==> config.mk <==
export PLATFORM = sky130hd
export DESIGN_NAME = cpu_mem_loader
export DESIGN_NICKNAME = d
export VERILOG_FILES = /design/src/rtl/cpu_loader_pkg.sv /design/src/rtl/cpu_mem_loader.sv
export SDC_FILE = /design/constraint.sdc
export NUM_CORES = 1
export LEC_CHECK = 0
export ABC_AREA = 1
export BUFFER_PORTS_ARGS = -buffer_cell sky130_fd_sc_hd__buf_2
export CAP_MARGIN = 10
export CORE_MARGIN = 4
export CORE_UTILIZATION = 45
export CTS_BUF_LIST = sky130_fd_sc_hd__clkbuf_8 sky130_fd_sc_hd__clkbuf_16
export DETAILED_ROUTE_END_ITERATION = 16
export GPL_TIMING_DRIVEN = 0
export PLACE_DENSITY_LB_ADDON = 0.15
export SYNTH_ARGS = -nofsm -noshare
export SYNTH_HDL_FRONTEND = slang
export SYNTH_SLANG_ARGS = --single-unit
==> constraint.sdc <==
create_clock -name clk -period 5.2 [get_ports clk]
set_input_delay 1.56 -clock clk [delete_from_list [all_inputs] [get_ports clk]]
set_output_delay 1.56 -clock clk [all_outputs]
set_load 0.01 [all_outputs]
==> src/rtl/cpu_loader_pkg.sv <==
// ---------------------------------------------------------------------------
// cpu_loader_pkg
// Shared definitions for the host-side CPU memory loader.
//   - op_t     : command opcodes carried in header bits [31:30]
//   - state_t  : loader state machine encoding
//   - header field positions (opcode slice, enable bit)
// ---------------------------------------------------------------------------
package cpu_loader_pkg;

  // Header field positions.
  localparam int HDR_OP_HI  = 31;
  localparam int HDR_OP_LO  = 30;
  localparam int HDR_EN_BIT = 0;

  // Command opcodes.
  typedef enum logic [1:0] {
    OP_IMEM   = 2'b00,
    OP_DMEM   = 2'b01,
    OP_ENABLE = 2'b10,
    OP_DUMP   = 2'b11
  } op_t;

  // Loader states.
  typedef enum logic [2:0] {
    ST_IDLE = 3'd0,
    ST_BASE = 3'd1,
    ST_IMEM = 3'd2,
    ST_DLO  = 3'd3,
    ST_DHI  = 3'd4,
    ST_RD   = 3'd5,
    ST_WAIT = 3'd6,
    ST_OUT  = 3'd7
  } state_t;

endpackage

==> src/rtl/cpu_mem_loader.sv <==
// ---------------------------------------------------------------------------
// cpu_mem_loader
// Host-side initiator for the CPU's external memory ports. Consumes a 32-bit
// command/payload stream and writes instruction memory, writes/dumps data
// memory, and drives the CPU enable line.
//
// Ports
//   clk, rst          : clock, synchronous active-high reset
//   in_valid/in_data  : command/payload word in (in_ready = accepted)
//   out_valid/out_data: 64-bit dump word out (out_ready = taken by host)
//   cpu_enable        : CPU enable line
//   addr_ext, wen_ext, ren_ext, wdata_ext          : instruction memory port
//   addr_ext_2, wen_ext_2, ren_ext_2, wdata_ext_2,
//   rdata_ext_2                                     : data memory port
//   busy              : high whenever the loader is not idle
// ---------------------------------------------------------------------------
module cpu_mem_loader
  import cpu_loader_pkg::*;
#(
  parameter int CNT_W = 16
) (
  input  logic        clk,
  input  logic        rst,
  input  logic        in_valid,
  input  logic [31:0] in_data,
  output logic        in_ready,
  output logic        out_valid,
  output logic [63:0] out_data,
  input  logic        out_ready,
  output logic        cpu_enable,
  output logic [63:0] addr_ext,
  output logic        wen_ext,
  output logic        ren_ext,
  output logic [31:0] wdata_ext,
  output logic [63:0] addr_ext_2,
  output logic        wen_ext_2,
  output logic        ren_ext_2,
  output logic [63:0] wdata_ext_2,
  input  logic [63:0] rdata_ext_2,
  output logic        busy
);

  localparam logic [CNT_W-1:0] CNT_ONE = CNT_W'(1);

  state_t           r_state;
  op_t              r_op;
  logic [CNT_W-1:0] r_cnt;
  logic [63:0]      r_addr;
  logic [31:0]      r_lowBeat;
  logic             r_live;

  logic             w_readyState;
  logic             w_inAccept;
  logic             w_lastWord;
  op_t              w_hdrOp;
  logic [CNT_W-1:0] w_hdrCnt;
  logic [63:0]      w_baseAddr;
  logic [63:0]      w_nextAddr8;

  // The input side is open only in the states that consume stream words.
  // r_live keeps in_ready low through the reset cycle so it rises only the
  // cycle after rst is released.
  assign w_readyState = (r_state == ST_IDLE) || (r_state == ST_BASE) ||
                        (r_state == ST_IMEM) || (r_state == ST_DLO)  ||
                        (r_state == ST_DHI);
  assign in_ready     = r_live & w_readyState;
  assign w_inAccept   = in_valid & in_ready;
  assign busy         = (r_state != ST_IDLE);
  assign ren_ext      = 1'b0;

  // Header decode and address helpers shared by several states.
  assign w_hdrOp      = op_t'(in_data[HDR_OP_HI:HDR_OP_LO]);
  assign w_hdrCnt     = in_data[CNT_W-1:0];
  assign w_baseAddr   = {32'h0, in_data};
  assign w_nextAddr8  = r_addr + 64'd8;
  assign w_lastWord   = (r_cnt == CNT_ONE);

  // Main loader FSM. Every memory-side output is a register here; write and
  // read strobes default low each cycle so they behave as one-cycle pulses.
  // The data-memory read strobe is raised on the transition into ST_RD, so it
  // is visible during ST_RD and the read word arrives during ST_WAIT, where it
  // is captured into out_data.
  always_ff @(posedge clk) begin
    if (rst) begin
      r_state     <= ST_IDLE;
      r_op        <= OP_IMEM;
      r_cnt       <= '0;
      r_addr      <= '0;
      r_lowBeat   <= '0;
      r_live      <= 1'b0;
      cpu_enable  <= 1'b0;
      out_valid   <= 1'b0;
      out_data    <= '0;
      addr_ext    <= '0;
      wen_ext     <= 1'b0;
      wdata_ext   <= '0;
      addr_ext_2  <= '0;
      wen_ext_2   <= 1'b0;
      ren_ext_2   <= 1'b0;
      wdata_ext_2 <= '0;
    end else begin
      r_live    <= 1'b1;
      wen_ext   <= 1'b0;
      wen_ext_2 <= 1'b0;
      ren_ext_2 <= 1'b0;

      case (r_state)
        ST_IDLE: begin
          if (w_inAccept) begin
            r_op  <= w_hdrOp;
            r_cnt <= w_hdrCnt;
            if (w_hdrOp == OP_ENABLE) begin
              cpu_enable <= in_data[HDR_EN_BIT];
            end else begin
              // Memory is only touched while the CPU is halted.
              cpu_enable <= 1'b0;
              r_state    <= ST_BASE;
            end
          end
        end

        ST_BASE: begin
          if (w_inAccept) begin
            r_addr <= w_baseAddr;
            if (r_cnt == '0) begin
              r_state <= ST_IDLE;
            end else begin
              case (r_op)
                OP_IMEM: r_state <= ST_IMEM;
                OP_DMEM: r_state <= ST_DLO;
                OP_DUMP: begin
                  r_state    <= ST_RD;
                  ren_ext_2  <= 1'b1;
                  addr_ext_2 <= w_baseAddr;
                end
                default: r_state <= ST_IDLE;
              endcase
            end
          end
        end

        ST_IMEM: begin
          if (w_inAccept) begin
            wen_ext   <= 1'b1;
            addr_ext  <= r_addr;
            wdata_ext <= in_data;
            r_addr    <= r_addr + 64'd4;
            r_cnt     <= r_cnt - CNT_ONE;
            if (w_lastWord) r_state <= ST_IDLE;
          end
        end

        ST_DLO: begin
          if (w_inAccept) begin
            r_lowBeat <= in_data;
            r_state   <= ST_DHI;
          end
        end

        ST_DHI: begin
          if (w_inAccept) begin
            wen_ext_2   <= 1'b1;
            addr_ext_2  <= r_addr;
            wdata_ext_2 <= {in_data, r_lowBeat};
            r_addr      <= w_nextAddr8;
            r_cnt       <= r_cnt - CNT_ONE;
            r_state     <= w_lastWord ? ST_IDLE : ST_DLO;
          end
        end

        ST_RD: begin
          r_state <= ST_WAIT;
        end

        ST_WAIT: begin
          out_data  <= rdata_ext_2;
          out_valid <= 1'b1;
          r_state   <= ST_OUT;
        end

        ST_OUT: begin
          if (out_ready) begin
            out_valid <= 1'b0;
            r_addr    <= w_nextAddr8;
            r_cnt     <= r_cnt - CNT_ONE;
            if (w_lastWord) begin
              r_state <= ST_IDLE;
            end else begin
              r_state    <= ST_RD;
              ren_ext_2  <= 1'b1;
              addr_ext_2 <= w_nextAddr8;
            end
          end
        end

        default: r_state <= ST_IDLE;
      endcase
    end
  end

endmodule

# Yosys cells after proc, flatten, opt, wreduce, memory -nomap -nowiden
# Index checks and enable logic that the tools add are counted.
[totals]
inputBits = 100
elab_cells = 110
regBits = 411
[classes]
n_addsub = 3
n_mux = 40
n_bitwise = 4
reduce_logical = 24
n_eq_ne = 23
[ops]
columns = ["cell", "count"]
rows = [
  ["64-bit 2-to-1 mux", 10],
  ["64-bit case mux with 4 select lines", 1],
  ["64-bit case mux with 3 select lines", 1],
  ["64-bit by 3-bit adder with 64-bit output, second input constant", 1],
  ["64-bit by 4-bit adder with 64-bit output, second input constant", 1],
  ["16-bit 2-to-1 mux", 3],
  ["16-bit case mux with 3 select lines", 1],
  ["3-bit 2-to-1 mux", 10],
  ["3-bit case mux with 8 select lines", 1],
  ["2-bit != test, second input constant", 10],
  ["16-bit by 1-bit equality test with 1-bit output, second input constant", 1],
  ["16-bit logical NOT", 1],
  ["16-bit by 1-bit subtractor with 16-bit output, second input constant", 1],
  ["3-bit equality test, second input constant", 4],
  ["2-bit AND reduction", 5],
  ["1-bit 2-to-1 mux", 9],
  ["3-bit case mux with 3 select lines", 1],
  ["3-bit nonzero test", 3],
  ["8-bit AND reduction", 1],
  ["7-bit AND reduction", 1],
  ["3-bit by 2-bit equality test with 1-bit output, second input constant", 2],
  ["2-bit OR reduction", 3],
  ["5-bit AND reduction", 1],
  ["2-bit equality test, second input constant", 2],
  ["13 further kinds", 20],
]

# Depth between registers and ports, before layout
# Gate-level depths: netlist of run 1.
[depth]
word_depth = 9
mapped_depth = 15
depth_no_buf = 13

# Worst setup path before layout of run 1
# Ideal clock, no wire load.
[synth_timing]
path_type = "input-to-reg"
from = "in rst"
to = "reg r_cnt[9]"
setup_slack_ns = 2.564
path_stages = 6
required_time_ns = 5.084
arrival_time_ns = 2.520
path_buffers = 3
path_cell_list = "clkbuf_1 clkinv_1 clkbuf_1 clkbuf_1 o211ai_1 inv_1"
[synth_lines]
columns = ["element", "line", "text"]
rows = [
  ["from (decl)", "cpu_mem_loader.sv:23", "input logic rst,"],
  ["to (signal assigned)", "cpu_mem_loader.sv:111", "r_cnt <= w_hdrCnt;"],
  ["to (signal assigned)", "cpu_mem_loader.sv:148", "r_cnt <= r_cnt - CNT_ONE;"],
  ["to (signal assigned)", "cpu_mem_loader.sv:166", "r_cnt <= r_cnt - CNT_ONE;"],
  ["to (decl)", "cpu_mem_loader.sv:47", "logic [CNT_W-1:0] r_cnt;"],
]
# No word-level cell between the ends.

==> impl_metrics.json, run 1 <==
{
  "grt_start_max_net_pins": 14,
  "place_congestion": 1.08,
  "fill_cells": 4462,
  "async_reset_ff_frac": 0,
  "ir_worst_vdd_uv": 276,
  "synth.avg_cell_area_um2": 6.43,
  "setup_tns_ns": 0,
  "p_clk_frac": 0.378,
  "synth_nets": 3213,
  "cpPeakStageDelay_ns": 0.87,
  "multi_input_area_um2": 9930,
  "synth-seq-cells": 411,
  "grt_pass1_wl_mm": 137,
  "rsz0062_at_grt": "false",
  "cts_tree": "done",
  "synthCells": 3108,
  "hp-start": "r_lowBeat[0]",
  "die_width_um": 219,
  "core_area_um2": 43500,
  "die_y_um": 219,
  "hold_buffers": 0,
  "drt_iter0_drc": 2890,
  "cp-end-kind": "register",
  "via_per_inst": 5.61,
  "p_int_uw": 5650,
  "swShare": 0.346,
  "drive_gt1_frac": 0.153,
  "drc": 0,
  "numClockSinks": 411,
  "seq_area_frac_synth": 0.411,
  "htreeDepth": 2,
  "r2r_cells": 11,
  "finalHoldViolations": 0,
  "required_ns": 5.72,
  "dieArea_um2": 47900,
  "ant_nets": 0,
  "combPwrFrac": 0.203,
  "dp_hpwl_mm": 74.4,
  "hold_depth": 2,
  "r2r_end": "addr_ext_2[38]",
  "dr.pass1.iters": 7,
  "max_slew_margin": 0.124,
  "grt_usage": 0.383,
  "cp.arrival_ns": 4.18,
  "cts_root_buf": "clkbuf_16",
  "slew_violations": 0,
  "final.setup_skew_ns": 0.0432,
  "timing.critical_path.mode_cell": "clkbuf_1",
  "num_rows": 76,
  "area_growth_pct": 20.9,
  "switchingPower_uw": 2990,
  "io_buffers": 393,
  "layout.nets": 3653,
  "initial_utilization": 0.460,
  "dr_total_vias": 23400,
  "finalSetupViolCount": 0,
  "yosysWarnings": 0,
  "worst_pin_slew_ns": 1.31,
  "reg2reg_from": "r_state[2]",
  "seqCellArea_um2": 8230,
  "postCtsSetupBuffers": 0,
  "wl_per_cell_um": 22.8,
  "ios": 396,
  "crit_type": "in -> reg",
  "p_leak_uw": 0.0114,
  "crit_path_max_fanout": 10,
  "ctsResizeCount": 0,
  "grt_pass1_vias": 21300,
  "post-route-util": 0.557,
  "syn_area_um2": 20000,
  "fin_crit_ns": 3.66,
  "status": "completed",
  "rrSetupSlack_ns": 1.97,
  "synth_cell_types": 44,
  "synth_enable_flop_cells": 0,
  "cts_made_buffers": 45,
  "globalRoute.totalOverflow": 0,
  "cap_viol_max_count": 0,
  "clk_latency_ns": 0.62,
  "period_share": 0.703,
  "hold_end": "r_lowBeat[0]",
  "hp-class": "reg -> reg",
  "max_freq_ghz": 0.273,
  "path_clk_slew_ns": 0.07,
  "clock_path_buffers": 3,
  "cp_slowest_cell": "clkbuf_1",
  "ys.flop_type": "dfxtp_1",
  "start_kind": "input port",
  "drt-total-wl_mm": 95.1,
  "antenna_found_initial": 3,
  "p_seq_frac": 0.419,
  "crit_chain": "clkbuf_1, clkinv_1, clkbuf_1, clkbuf_1, o21ai_0, a21oi_1",
  "powerDensity_nw_per_um2": 357
}
[Yosys cell counts, drive strengths merged (5+ instances only)]
| library cell | count | area share |
|---|---|---|
| nand4 | 27 | 0.0084 |
| nor3 | 10 | 0.0031 |
| dfxtp | 411 | 0.41 |
| nor2 | 622 | 0.12 |
| buf | 62 | 0.016 |
| o21ai | 305 | 0.077 |
| nand2 | 674 | 0.13 |
| o211ai | 11 | 0.0041 |
| xor2 | 32 | 0.014 |
| a21oi | 275 | 0.069 |
| inv | 289 | 0.054 |
| nand3 | 242 | 0.061 |
| ha | 5 | 0.0031 |
| o22ai | 7 | 0.0022 |
| clkbuf | 112 | 0.021 |
[critical path: cells and delay by family]
| family | cells | cell delay (ns) |
|---|---|---|
| buf+inv | 4 | 2.21 |
| compound gates | 2 | 0.38 |
[worst max-delay path by stage]
stage	slack, ns	to	startpoint
2_1_floorplan	2.56	r_cnt[9]	rst
3_3_place_gp	1.18	r_addr[23]	rst
3_5_place_dp	1.16	r_addr[47]	rst
4_1_cts	1.77	r_addr[20]	rst
5_1_grt	1.46	addr_ext[59]	rst
6_report	1.54	r_addr[8]	rst
[through the flow]
stage	area, µm²	setup slack, ns	std cells	hold WS [ns]	total power, µW
after detailed placement	22700	1.16	4086	0.446	5310
after floorplan	20000	2.56	3108	0.430	4570
after CTS	24200	1.77	4167	0.455	8540
after global placement	22700	1.18	4086	0.442	5290
final	24200	1.54	4168	0.453	8640
after global routing	24200	1.46	4168	0.476	8910
[metal layers]
layer / vias to the layer above / routed length [µm] / track usage
met2: 1550 / 38700 / 0.561
met3: 219 / 14000 / 0.127
met1: 10800 / 37900 / 0.518
met4: 0 / 4480 / 0.159
li1: 10800 / - / -
met5: - / 0 / 0
[registers in the layout (all words and copies together), names as in the netlist, 2 cells and up]
register     flops
addr_ext        64
addr_ext_2      64
out_data        64
r_addr          64
wdata_ext_2     64
r_lowBeat       32
wdata_ext       32
r_cnt           16
r_state          3
r_op             2
[final cells by class]
cell class | instances | share of cell area
repair buffers | 393 | 0.0813
clock inverters | 28 | 0.0104
multi-input cells | 2232 | 0.410
diodes | 1 | 0.000103
clock buffers | 53 | 0.0511
inverters | 291 | 0.0452
plain buffers | 174 | 0.0310
well taps | 585 | 0.0303
flip-flops and latches | 411 | 0.340
[cells by family after synthesis]
family / share of synthesized area
XOR/XNOR: 0.0149
buffers and inverters: 0.0921
other: 0.000188
flip-flops: 0.411
AND/OR/NAND/NOR: 0.320
AO/OA/AOI/OAI: 0.158
adder cells (fa/ha/maj): 0.00313
[power groups by stage]
stage / Clock [µW] / Sequential (µW) / Combinational [µW]
after floorplan: 0 / 3570 / 1000
after global placement: 0 / 3660 / 1630
after detailed placement: 0 / 3660 / 1650
after CTS: 3290 / 3600 / 1650
after global routing: 3410 / 3630 / 1870
final: 3270 / 3620 / 1750
[cell usage in the layout, fill, tap and decap left out, types with 2 or more instances in the layout]
cell	n
a211oi_1	2
a21oi_1	275
a31o_2	2
and2_1	2
buf_1	11
buf_2	434
buf_4	8
buf_6	2
bufinv_16	3
clkbuf_1	112
clkbuf_16	45
clkbuf_8	8
clkinv_1	2
clkinv_2	9
clkinvlp_4	4
dfxtp_1	411
ha_1	5
inv_1	287
inv_2	8
inv_6	4
nand2_1	666
nand2_2	5
nand2_4	3
nand3_1	242
nand4_1	27
nor2_1	613
nor2_2	6
nor2_4	3
nor3_1	9
o211ai_1	11
o21ai_0	300
o21ai_1	4
o22ai_1	7
o31ai_1	2
xnor2_1	2
xor2_1	32
(Power assumes the default switching activity.)
==> inputs of run 2 (changes only) <==
==> constraint.sdc (replaced) <==
create_clock -name clk -period 3.07 [get_ports clk]
set_input_delay 0.921 -clock clk [delete_from_list [all_inputs] [get_ports clk]]
set_output_delay 0.921 -clock clk [all_outputs]
set_load 0.01 [all_outputs]
==> run 2 against run 1 <==
First-iteration DRC count is 1.1% higher. Count of clock-buffer cells in the layout is the same. Hold slack lost 0.0013 ns. Flip-flop and latch count unchanged. Setup slack worse by 1.5 ns. Highest routed layer unchanged. Power rose by 69%. Largest cell class unchanged. Utilization about the same. Sequential power up 69%. Clock power grew 69%. Final cell count unchanged.
==> impl_metrics.json, run 2 (synthesized netlist as in run 1, its figures left out) <==
{
  "die_y_um": 219,
  "antenna_found_initial": 3,
  "grt_pass1_wl_mm": 137,
  "rrSetupSlack_ns": 0.04,
  "dp_cells": 4086,
  "hp-start": "r_lowBeat[0]",
  "grt_use_met1": 0.518,
  "setup.worst_path.start": "rst",
  "final_common_cell": "nand2_1",
  "fill_cells": 4459,
  "p_leak_uw": 0.0114,
  "path_clk_slew_ns": 0.06,
  "grt_util_met2": 0.561,
  "required_ns": 3.58,
  "cp-end-kind": "register",
  "swShare": 0.345,
  "crit_path_max_fanout": 10,
  "crit_type": "in -> reg",
  "drt-total-wl_mm": 94.9,
  "ant_nets": 0,
  "max_freq_ghz": 0.327,
  "htreeDepth": 2,
  "postCtsSetupBuffers": 0,
  "start_kind": "input port",
  "die_width_um": 219,
  "grt.busiest_layer": "met2",
  "area_growth_pct": 21.0,
  "p_int_uw": 9580,
  "globalRoute.totalOverflow": 0,
  "worst_pin_slew_ns": 1.14,
  "hold_buffers": 0,
  "use_met3": 0.127,
  "place_congestion": 1.08,
  "grt_pass1_vias": 21300,
  "final_cell_mix": "nand2_1 (666), nor2_1 (611), buf_2 (434)",
  "p_seq_frac": 0.419,
  "dp_hpwl_mm": 74.4,
  "status": "completed",
  "hp-class": "reg -> reg",
  "p_total_uw": 14600,
  "hold_end": "r_lowBeat[0]",
  "finalSetupViolCount": 0,
  "placed_area_um2": 22700,
  "fin_crit_ns": 3.06,
  "cts_root_buf": "clkbuf_16",
  "switchingPower_uw": 5050,
  "final.setup_skew_ns": 0.0350,
  "combPwrFrac": 0.202,
  "cap_viol_max_count": 0,
  "design_area_um2": 24200,
  "layout.nets": 3653,
  "grt_start_max_net_pins": 14,
  "period_share": 0.996,
  "num_rows": 76,
  "grt_usage": 0.383,
  "max_slew_margin": 0.237,
  "r2r_cells": 10,
  "slew_violations": 0,
  "ir_worst_vdd_uv": 467,
  "numClockSinks": 411,
  "final_cell_count_no_fill": 4168,
  "drt_iter0_drc": 2923,
  "finalHoldViolations": 0,
  "powerDensity_nw_per_um2": 605,
  "wl_per_cell_um": 22.8,
  "ios": 396,
  "hold_depth": 2,
  "cts_made_buffers": 45,
  "io_buffers": 393,
  "dr_total_vias": 23400,
  "drive_gt1_frac": 0.154,
  "drc": 0,
  "reg2reg_from": "r_addr[23]",
  "cp.arrival_ns": 3.57,
  "initial_utilization": 0.460,
  "clk_latency_ns": 0.61,
  "via_per_inst": 5.61,
  "p_clk_frac": 0.378,
  "dr.pass1.iters": 9,
  "cts_tree": "done",
  "whs_ns": 0.452,
  "core_area_um2": 43500,
  "clock_path_buffers": 3,
  "dieArea_um2": 47900,
  "r2r_end": "addr_ext_2[36]"
}
-- run 2: cell counts in the layout (fill, tap and decap cells not counted) --
Identical to the previous run, type by type.
-- run 2: worst max path at each step --
stage               depth (start not counted)        endpoint  slack, ns
floorplan                                   6        r_cnt[9]       1.07
global placement                            6      r_addr[23]      -0.31
detailed placement                          6      r_addr[47]      -0.34
CTS                                        11  addr_ext_2[38]       0.04
global route                                6    addr_ext[59]  -0.000005
finish                                      6      r_addr[20]       0.01
-- run 2: what timing repair did --
item | 4_1_cts | 5_1_grt
hold endpoints to repair | 0 | 0
resized for setup | 0 | 5
endpoints found under the setup margin | 0 | 6
-- run 2: through the flow --
stage	setup TNS (ns)	setup slack (ns)	util
6_report	0	0.0134	0.557
4_1_cts	0	0.0371	0.556
5_1_grt	-0.00000466	-0.00000466	0.557
2_1_floorplan	0	1.07	-
3_5_place_dp	-8.25	-0.336	0.522
3_3_place_gp	-7.18	-0.306	0.522
-- run 2: area by class of cell --
type / instances / area (µm²) / area share
Timing Repair Buffer: 393 / 1970 / 0.0813
Clock inverter: 28 / 251 / 0.0104
Sequential cell: 411 / 8230 / 0.340
Inverter: 291 / 1090 / 0.0452
Antenna cell: 1 / 2.50 / 0.000103
Clock buffer: 53 / 1240 / 0.0511
Buffer: 174 / 751 / 0.0310
Tap cell: 585 / 732 / 0.0303
Multi-Input combinational cell: 2232 / 9930 / 0.411
-- run 2: power by group through the flow --
stage               registers (µW)  clock network (µW)  logic (µW)
finish                        6130                5540        2960
global route                  6150                5780        3160
floorplan                     6050                   0        1700
CTS                           6090                5570        2800
global placement              6200                   0        2770
detailed placement            6210                   0        2790
-- run 2: critical path, cell delays in order --
cell      delay (ns)
clkbuf_1        0.28
clkinv_1        0.28
clkbuf_1        0.78
clkbuf_1        0.92
o21ai_0         0.20
a21oi_1         0.18
-- run 2: per-layer routing --
layer | wire [µm] | vias up
li1 | - | 10800
met1 | 38300 | 10800
met2 | 38700 | 1529
met3 | 13700 | 222
met4 | 4310 | 0
met5 | 0 | -
